`src/rtl/apb_master_bridge_pkg.sv`:
```
// apb_master_bridge shared types and sizing constants.
// Optional ACCESS timeout is enabled with APB_TIMEOUT_EN.
package apb_pkg;

  localparam int WIDTH          = 8;
  localparam int MEM_DEPTH      = 16;
  localparam int ADDR_WIDTH     = $clog2(MEM_DEPTH);
  localparam int TIMEOUT_CYCLES = 16;

  typedef enum logic [1:0] {
    IDLE,
    SETUP,
    ACCESS,
    RESP
  } apb_mst_state_e;

  typedef struct packed {
    logic                  write;
    logic [ADDR_WIDTH-1:0] addr;
    logic [WIDTH-1:0]      wdata;
  } apb_cmd_t;

endpackage

```
`src/rtl/apb_master_bridge_if.sv`:
```
// Command/response and APB pin bundle of apb_master_bridge.
// Suffixes are relative to the bridge (master modport).
interface apb_master_bridge_if;
  import apb_pkg::*;

  logic                  cmd_valid_i;
  logic                  cmd_ready_o;
  logic                  cmd_write_i;
  logic [ADDR_WIDTH-1:0] cmd_addr_i;
  logic [WIDTH-1:0]      cmd_wdata_i;
  logic                  rsp_valid_o;
  logic                  rsp_ready_i;
  logic [WIDTH-1:0]      rsp_rdata_o;
  logic                  rsp_err_o;
  logic                  psel_o;
  logic                  penable_o;
  logic                  pwrite_o;
  logic [ADDR_WIDTH-1:0] paddr_o;
  logic [WIDTH-1:0]      pwdata_o;
  logic [WIDTH-1:0]      prdata_i;
  logic                  pready_i;
  logic                  pslverr_i;

  modport master (
    input  cmd_valid_i, cmd_write_i,
    input  cmd_addr_i, cmd_wdata_i,
    input  rsp_ready_i,
    input  prdata_i, pready_i, pslverr_i,
    output cmd_ready_o,
    output rsp_valid_o, rsp_rdata_o,
    output rsp_err_o,
    output psel_o, penable_o, pwrite_o,
    output paddr_o, pwdata_o
  );

  modport slave (
    output cmd_valid_i, cmd_write_i,
    output cmd_addr_i, cmd_wdata_i,
    output rsp_ready_i,
    output prdata_i, pready_i, pslverr_i,
    input  cmd_ready_o,
    input  rsp_valid_o, rsp_rdata_o,
    input  rsp_err_o,
    input  psel_o, penable_o, pwrite_o,
    input  paddr_o, pwdata_o
  );

endinterface

```
`src/rtl/apb_master_bridge_wait_counter.sv`:
```
// Saturating wait counter with clear, enable and terminal count.
// Only instantiated when APB_TIMEOUT_EN is defined.
module apb_wait_counter #(
  parameter int MAX = 16
) (
  input  logic clk_i,
  input  logic rst_ni,
  input  logic clr_i,
  input  logic en_i,
  output logic tc_o
);

  localparam int W = $clog2(MAX + 1);

  logic [W-1:0] cnt_q, cnt_d;

  always_comb begin
    cnt_d = cnt_q;
    if (clr_i) begin
      cnt_d = '0;
    end else if (en_i && cnt_q != W'(MAX)) begin
      cnt_d = cnt_q + 1'b1;
    end
  end

  always_ff @(posedge clk_i or negedge rst_ni) begin
    if (!rst_ni) begin
      cnt_q <= '0;
    end else begin
      cnt_q <= cnt_d;
    end
  end

  // high on the enabled cycle whose edge makes the count reach MAX
  assign tc_o = en_i && !clr_i && (cnt_q == W'(MAX - 1));

endmodule

```
`src/rtl/apb_master_bridge.sv`:
```
// Single-outstanding APB master: cmd port -> SETUP/ACCESS -> rsp port.
// Define APB_TIMEOUT_EN to abort ACCESS after TIMEOUT_CYCLES waits.
module apb_master_bridge
  import apb_pkg::*;
(
  input  logic                pclk_i,
  input  logic                presetn_i,
  apb_master_bridge_if.master bus
);

  apb_mst_state_e   state_q, state_d;
  apb_cmd_t         cmd_q, cmd_d;
  logic             psel_q, psel_d;
  logic             penable_q, penable_d;
  logic [WIDTH-1:0] rdata_q, rdata_d;
  logic             err_q, err_d;
  logic             abort;

`ifdef APB_TIMEOUT_EN
  apb_wait_counter #(
    .MAX (TIMEOUT_CYCLES)
  ) u_wait (
    .clk_i  (pclk_i),
    .rst_ni (presetn_i),
    .clr_i  (state_q != ACCESS),
    .en_i   (!bus.pready_i),
    .tc_o   (abort)
  );
`else
  assign abort = 1'b0;
`endif

  always_comb begin
    state_d = state_q;
    cmd_d   = cmd_q;
    rdata_d = rdata_q;
    err_d   = err_q;
    unique case (state_q)
      IDLE: begin
        if (bus.cmd_valid_i) begin
          cmd_d.write = bus.cmd_write_i;
          cmd_d.addr  = bus.cmd_addr_i;
          cmd_d.wdata = bus.cmd_wdata_i;
          state_d     = SETUP;
        end
      end
      SETUP: state_d = ACCESS;
      ACCESS: begin
        if (bus.pready_i) begin
          err_d   = bus.pslverr_i;
          rdata_d = cmd_q.write ? '0 : bus.prdata_i;
          state_d = RESP;
        end else if (abort) begin
          err_d   = 1'b1;
          rdata_d = '0;
          state_d = RESP;
        end
      end
      RESP: begin
        if (bus.rsp_ready_i) state_d = IDLE;
      end
      default: state_d = IDLE;
    endcase
    // APB strobes are flops driven from the next state
    psel_d    = (state_d == SETUP) || (state_d == ACCESS);
    penable_d = (state_d == ACCESS);
  end

  always_ff @(posedge pclk_i or negedge presetn_i) begin
    if (!presetn_i) begin
      state_q   <= IDLE;
      cmd_q     <= '0;
      psel_q    <= 1'b0;
      penable_q <= 1'b0;
      rdata_q   <= '0;
      err_q     <= 1'b0;
    end else begin
      state_q   <= state_d;
      cmd_q     <= cmd_d;
      psel_q    <= psel_d;
      penable_q <= penable_d;
      rdata_q   <= rdata_d;
      err_q     <= err_d;
    end
  end

  assign bus.cmd_ready_o = presetn_i && (state_q == IDLE);
  assign bus.rsp_valid_o = (state_q == RESP);
  assign bus.rsp_rdata_o = rdata_q;
  assign bus.rsp_err_o   = err_q;
  assign bus.psel_o      = psel_q;
  assign bus.penable_o   = penable_q;
  assign bus.pwrite_o    = cmd_q.write;
  assign bus.paddr_o     = cmd_q.addr;
  assign bus.pwdata_o    = cmd_q.wdata;

endmodule

```
`src/flat_wrapper.sv`:
```
// flat-port wrapper written by rule: the top's interface ports become plain ports
module apb_master_bridge_flat import apb_pkg::*;
  (pclk_i, presetn_i, bus_cmd_valid_i, bus_cmd_write_i, bus_cmd_addr_i, bus_cmd_wdata_i, bus_rsp_ready_i, bus_prdata_i, bus_pready_i, bus_pslverr_i, bus_cmd_ready_o, bus_rsp_valid_o, bus_rsp_rdata_o, bus_rsp_err_o, bus_psel_o, bus_penable_o, bus_pwrite_o, bus_paddr_o, bus_pwdata_o);
  apb_master_bridge_if bus_i ();
  input  logic pclk_i;
  input  logic presetn_i;
  input wire logic [$bits(bus_i.cmd_valid_i)-1:0] bus_cmd_valid_i;
  input wire logic [$bits(bus_i.cmd_write_i)-1:0] bus_cmd_write_i;
  input wire logic [$bits(bus_i.cmd_addr_i)-1:0] bus_cmd_addr_i;
  input wire logic [$bits(bus_i.cmd_wdata_i)-1:0] bus_cmd_wdata_i;
  input wire logic [$bits(bus_i.rsp_ready_i)-1:0] bus_rsp_ready_i;
  input wire logic [$bits(bus_i.prdata_i)-1:0] bus_prdata_i;
  input wire logic [$bits(bus_i.pready_i)-1:0] bus_pready_i;
  input wire logic [$bits(bus_i.pslverr_i)-1:0] bus_pslverr_i;
  output wire logic [$bits(bus_i.cmd_ready_o)-1:0] bus_cmd_ready_o;
  output wire logic [$bits(bus_i.rsp_valid_o)-1:0] bus_rsp_valid_o;
  output wire logic [$bits(bus_i.rsp_rdata_o)-1:0] bus_rsp_rdata_o;
  output wire logic [$bits(bus_i.rsp_err_o)-1:0] bus_rsp_err_o;
  output wire logic [$bits(bus_i.psel_o)-1:0] bus_psel_o;
  output wire logic [$bits(bus_i.penable_o)-1:0] bus_penable_o;
  output wire logic [$bits(bus_i.pwrite_o)-1:0] bus_pwrite_o;
  output wire logic [$bits(bus_i.paddr_o)-1:0] bus_paddr_o;
  output wire logic [$bits(bus_i.pwdata_o)-1:0] bus_pwdata_o;
  assign bus_i.cmd_valid_i = bus_cmd_valid_i;
  assign bus_i.cmd_write_i = bus_cmd_write_i;
  assign bus_i.cmd_addr_i = bus_cmd_addr_i;
  assign bus_i.cmd_wdata_i = bus_cmd_wdata_i;
  assign bus_i.rsp_ready_i = bus_rsp_ready_i;
  assign bus_i.prdata_i = bus_prdata_i;
  assign bus_i.pready_i = bus_pready_i;
  assign bus_i.pslverr_i = bus_pslverr_i;
  assign bus_cmd_ready_o = bus_i.cmd_ready_o;
  assign bus_rsp_valid_o = bus_i.rsp_valid_o;
  assign bus_rsp_rdata_o = bus_i.rsp_rdata_o;
  assign bus_rsp_err_o = bus_i.rsp_err_o;
  assign bus_psel_o = bus_i.psel_o;
  assign bus_penable_o = bus_i.penable_o;
  assign bus_pwrite_o = bus_i.pwrite_o;
  assign bus_paddr_o = bus_i.paddr_o;
  assign bus_pwdata_o = bus_i.pwdata_o;
  apb_master_bridge u_core (.pclk_i(pclk_i), .presetn_i(presetn_i), .bus(bus_i));
endmodule
```
`config.mk`:
```
export PLATFORM = sky130hd
export DESIGN_NAME = apb_master_bridge_flat
export DESIGN_NICKNAME = d
export VERILOG_FILES = /design/src/rtl/apb_master_bridge_pkg.sv /design/src/rtl/apb_master_bridge_if.sv /design/src/rtl/apb_master_bridge_wait_counter.sv /design/src/rtl/apb_master_bridge.sv /design/src/flat_wrapper.sv
export SDC_FILE = /design/constraint.sdc
export NUM_CORES = 1
export LEC_CHECK = 0
export BUFFER_PORTS_ARGS = -buffer_cell sky130_fd_sc_hd__buf_2
export CAP_MARGIN = 20
export CORE_AREA = 5 5 62 64
export CTS_BUF_LIST = sky130_fd_sc_hd__clkbuf_4
export CTS_CLUSTER_DIAMETER = 150
export DETAILED_ROUTE_END_ITERATION = 8
export DIE_AREA = 0 0 67 69
export SKIP_LAST_GASP = 1
export SYNTH_ARGS = -nofsm -noshare
export SYNTH_HDL_FRONTEND = slang
export SYNTH_HIERARCHICAL = 1
export SYNTH_SLANG_ARGS = --single-unit
```
`constraint.sdc`:
```
create_clock -name pclk_i -period 1.63 [get_ports pclk_i]
set_input_delay 0.0815 -clock pclk_i [delete_from_list [all_inputs] [get_ports pclk_i]]
set_output_delay 0.0815 -clock pclk_i [all_outputs]
set_load 0.02 [all_outputs]
```
==> metrics.md <==
| Metric | Value |
|---|---|
| Status | finished clean |
| Max Cap Viol | 0 |
| CP cell instances | nor2_1 -> and2_1 -> buf_2 |
| Syn Nets | 99 |
| CTS HTree Levels | 1 |
| Multi-input gate area | 422 um2 |
| Leakage power | 0.825 nW |
| RSZ-0062 raised after global routing | no |
| Post-synth top area share | 59.0% |
| Synthesized flop and latch total | 26 |
| Kind of critical path | reg -> out |
| Pre-CTS setup slack | 0.260 ns |
| Routability Congestion | 0.747 |
| Slowest CP cell | dfrtp_1 |
| Clock Path Buffers | 2 |
| Nets | 173 |
| Final antenna diode count | 0 |
| Min Hold Slack | 0.0990 ns |
| Latest clock arrival within the worst-skew pair | 0.32 ns |
| Final ANT Viol Nets | 0 |
| WL/cell | 13.3 um |
| Worst path max stage delay | 0.48 ns |
| Initial antenna violation count | 0 |
| Crit path max-delay family | flip-flops |
| Mapped Cells | 71 |
| Fin Clk Skew | 0.0141 ns |
| Rows | 21 |
| Layout cells sized above 1 | 57.6% |
| Final period utilization | 83.7% |
| Worst Path Buf+Inv | 1 |
| I/O Buffers | 52 |
| Vias | 824 |
| Post-DP HPWL | 1780 um |
| Resized cells post-CTS | 0 |
| Mean Syn Cell Area | 15.5 um2 |
| Synthesis-to-finish area growth | 48.1% |
| Top_reg_cell synth | dfrtp_1 |
| Worst slew margin | 78.4% |
| Critical Path Sink Type | primary output |
| DIE AREA | 4620 um2 |
| Peak supply drop | 0.837 mV |
| Class of the worst hold path | in -> reg |
| Endpoints failing setup | 0 |
| Setup TNS | 0 ns |
| Largest net degree at the start of global routing | 27 |
| Post-synth EDFFs | 0 |
| Biggest area consumer among synthesized cells | dfrtp_1 |
| Drt via density | 4.34 |
| Worst Tran Pin Value | 0.324 ns |
| Reg area | 651 um2 |
| Initial Util | 34.1% |
| Die Wd | 67 um |
| Synth top cells by count | dfrtp_1, mux2_2, mux2_4 |
| Crit path launch type | flip-flop |
| First-pass detailed-route iteration total | 3 |
| PwrDens | 1860 nW/um2 |
| Placed instance count | 170 |
| Worst EP required | 1.55 ns |
| Gr ovfl total | 0 |
| Yosys Warn Count | 6 |
| Final WS setup | 0.266 ns |
| Non-filler cells, final | 190 |
| Vias in the first global route | 926 |
| Ranking of synthesized cells by area | dfrtp_1, mux2_2, mux2_4, nor2b_1, buf_6 |
| Worst-path fanout max | 6 |
| Fill cell count | 291 |
| Clock sinks | 26 |
| Final Total Pwr | 0.00303 W |
| All-layer global routing usage | 12.1% |
| IO Count | 53 |
| Detailed Route Iter0 Violations | 32 |
| Seq/Total Area, Yosys | 59.0% |
| Pins Over Slew Limit | 0 |
| CTS tree | done |
| CTS root buf | clkbuf_4 |
| Synthesized area | 1100 um2 |
| Min Clock Period, post-route | 1.36 ns |
| CTS Buf Count | 3 |
| Most frequent cell after synthesis | dfrtp_1 |
| Core area | 3230 um2 |
| Final Hold Viols | 0 |
| Critical path arrival | 1.28 ns |
| Clock Pin Slew Worst Setup and Hold Paths | 0.15 ns |
| Die Span Y | 69 um |
| Synth cell types | 16 |
| Async SR Flop Fraction | 100% |
| Final wirelength | 2530 um |
| Fmax | 733 MHz |
| First-pass GRT wire length | 4260 um |
| Residual DRC count | 0 |
-- kinds of logic (layout without fill, tap and decap cells) --
family / Yosys count / in the layout / share of synthesized area (%)
compound gates: 4 / 4 / 2.38
simple gates: 13 / 13 / 8.29
mux: 23 / 23 / 26.4
fa+ha+maj: 1 / 1 / 1.13
flops: 26 / 26 / 59.0
buf+inv: 4 / 77 / 2.72
-- worst min-delay path, cell delays in order --
cell and delay [ns]:
buf_2 0.07, nor2b_1 0.11, mux2_4 0.14
-- through the flow --
stage / area (um2) / utilization [%]
after floorplan: 1100 / -
after global placement: 1420 / 43.9
after detailed placement: 1420 / 43.9
after CTS: 1630 / 50.5
after global routing: 1630 / 50.5
final: 1630 / 50.5
-- final cells by class --
cell class              instances  area share [%]
well taps                      46            3.52
repair buffers                 71            27.1
clock inverters                 1            1.84
flip-flops and latches         26            39.8
inverters                       2           0.460
multi-input cells              41            25.8
clock buffers                   3            1.38
-- metal layers --
metal / GRT usage, % / wire, um
met1: 13.5 / 945
met2: 20.4 / 1380
met3: 3.08 / 160
met4: 6.53 / 39
met5: 0 / 0
-- sequential cells by signal (all words and copies together), names as in the netlist --
signal                  flops
u_core/bus.pwdata_o         8
u_core/bus.rsp_rdata_o      8
u_core/bus.paddr_o          4
u_core/state_q              2
u_core/bus.penable_o        1
u_core/bus.psel_o           1
u_core/bus.pwrite_o         1
u_core/bus.rsp_err_o        1
-- worst paths after layout --
| path | startpoint | endpoint | slack (ns) | cells after the start |
|---|---|---|---|---|
| min | bus_prdata_i[1] | u_core/bus.rsp_rdata_o[1] | 0.1 | 3 |
| min reg2reg | u_core/bus.paddr_o[0] | u_core/bus.paddr_o[0] | 0.52 | 1 |
| max in group asynchronous | presetn_i | u_core/bus.rsp_rdata_o[3] | 1.09 | 3 |
| min in group asynchronous | presetn_i | u_core/bus.pwdata_o[1] | 0.28 | 3 |
| max reg2reg | u_core/state_q[0] | u_core/bus.rsp_rdata_o[2] | 0.28 | 3 |
| max | u_core/state_q[0] | bus_cmd_ready_o | 0.27 | 3 |
-- layout by cell type, fill, tap and decap left out, drive strengths merged, types with 2 or more instances in the layout --
cell	n
mux2	22
nor2b	8
dfrtp	26
a21oi	2
inv	2
buf	55
dlygate4sd3	16
clkbuf	3
-- power breakdown --
group | switching, W | internal, W | total (W)
Combinational | 0.000747 | 0.000673 | 0.00142
Sequential | 0.000214 | 0.000955 | 0.00117
Clock | 0.000194 | 0.000249 | 0.000442
-- what timing repair did --
| action | 4_1_cts | 5_1_grt |
|---|---|---|
| setup buffers | 0 | 0 |
| hold endpoints to repair | 42 | 0 |
| hold buffers | 16 | 0 |
Note: power is estimated with default switching activity, not from simulation.
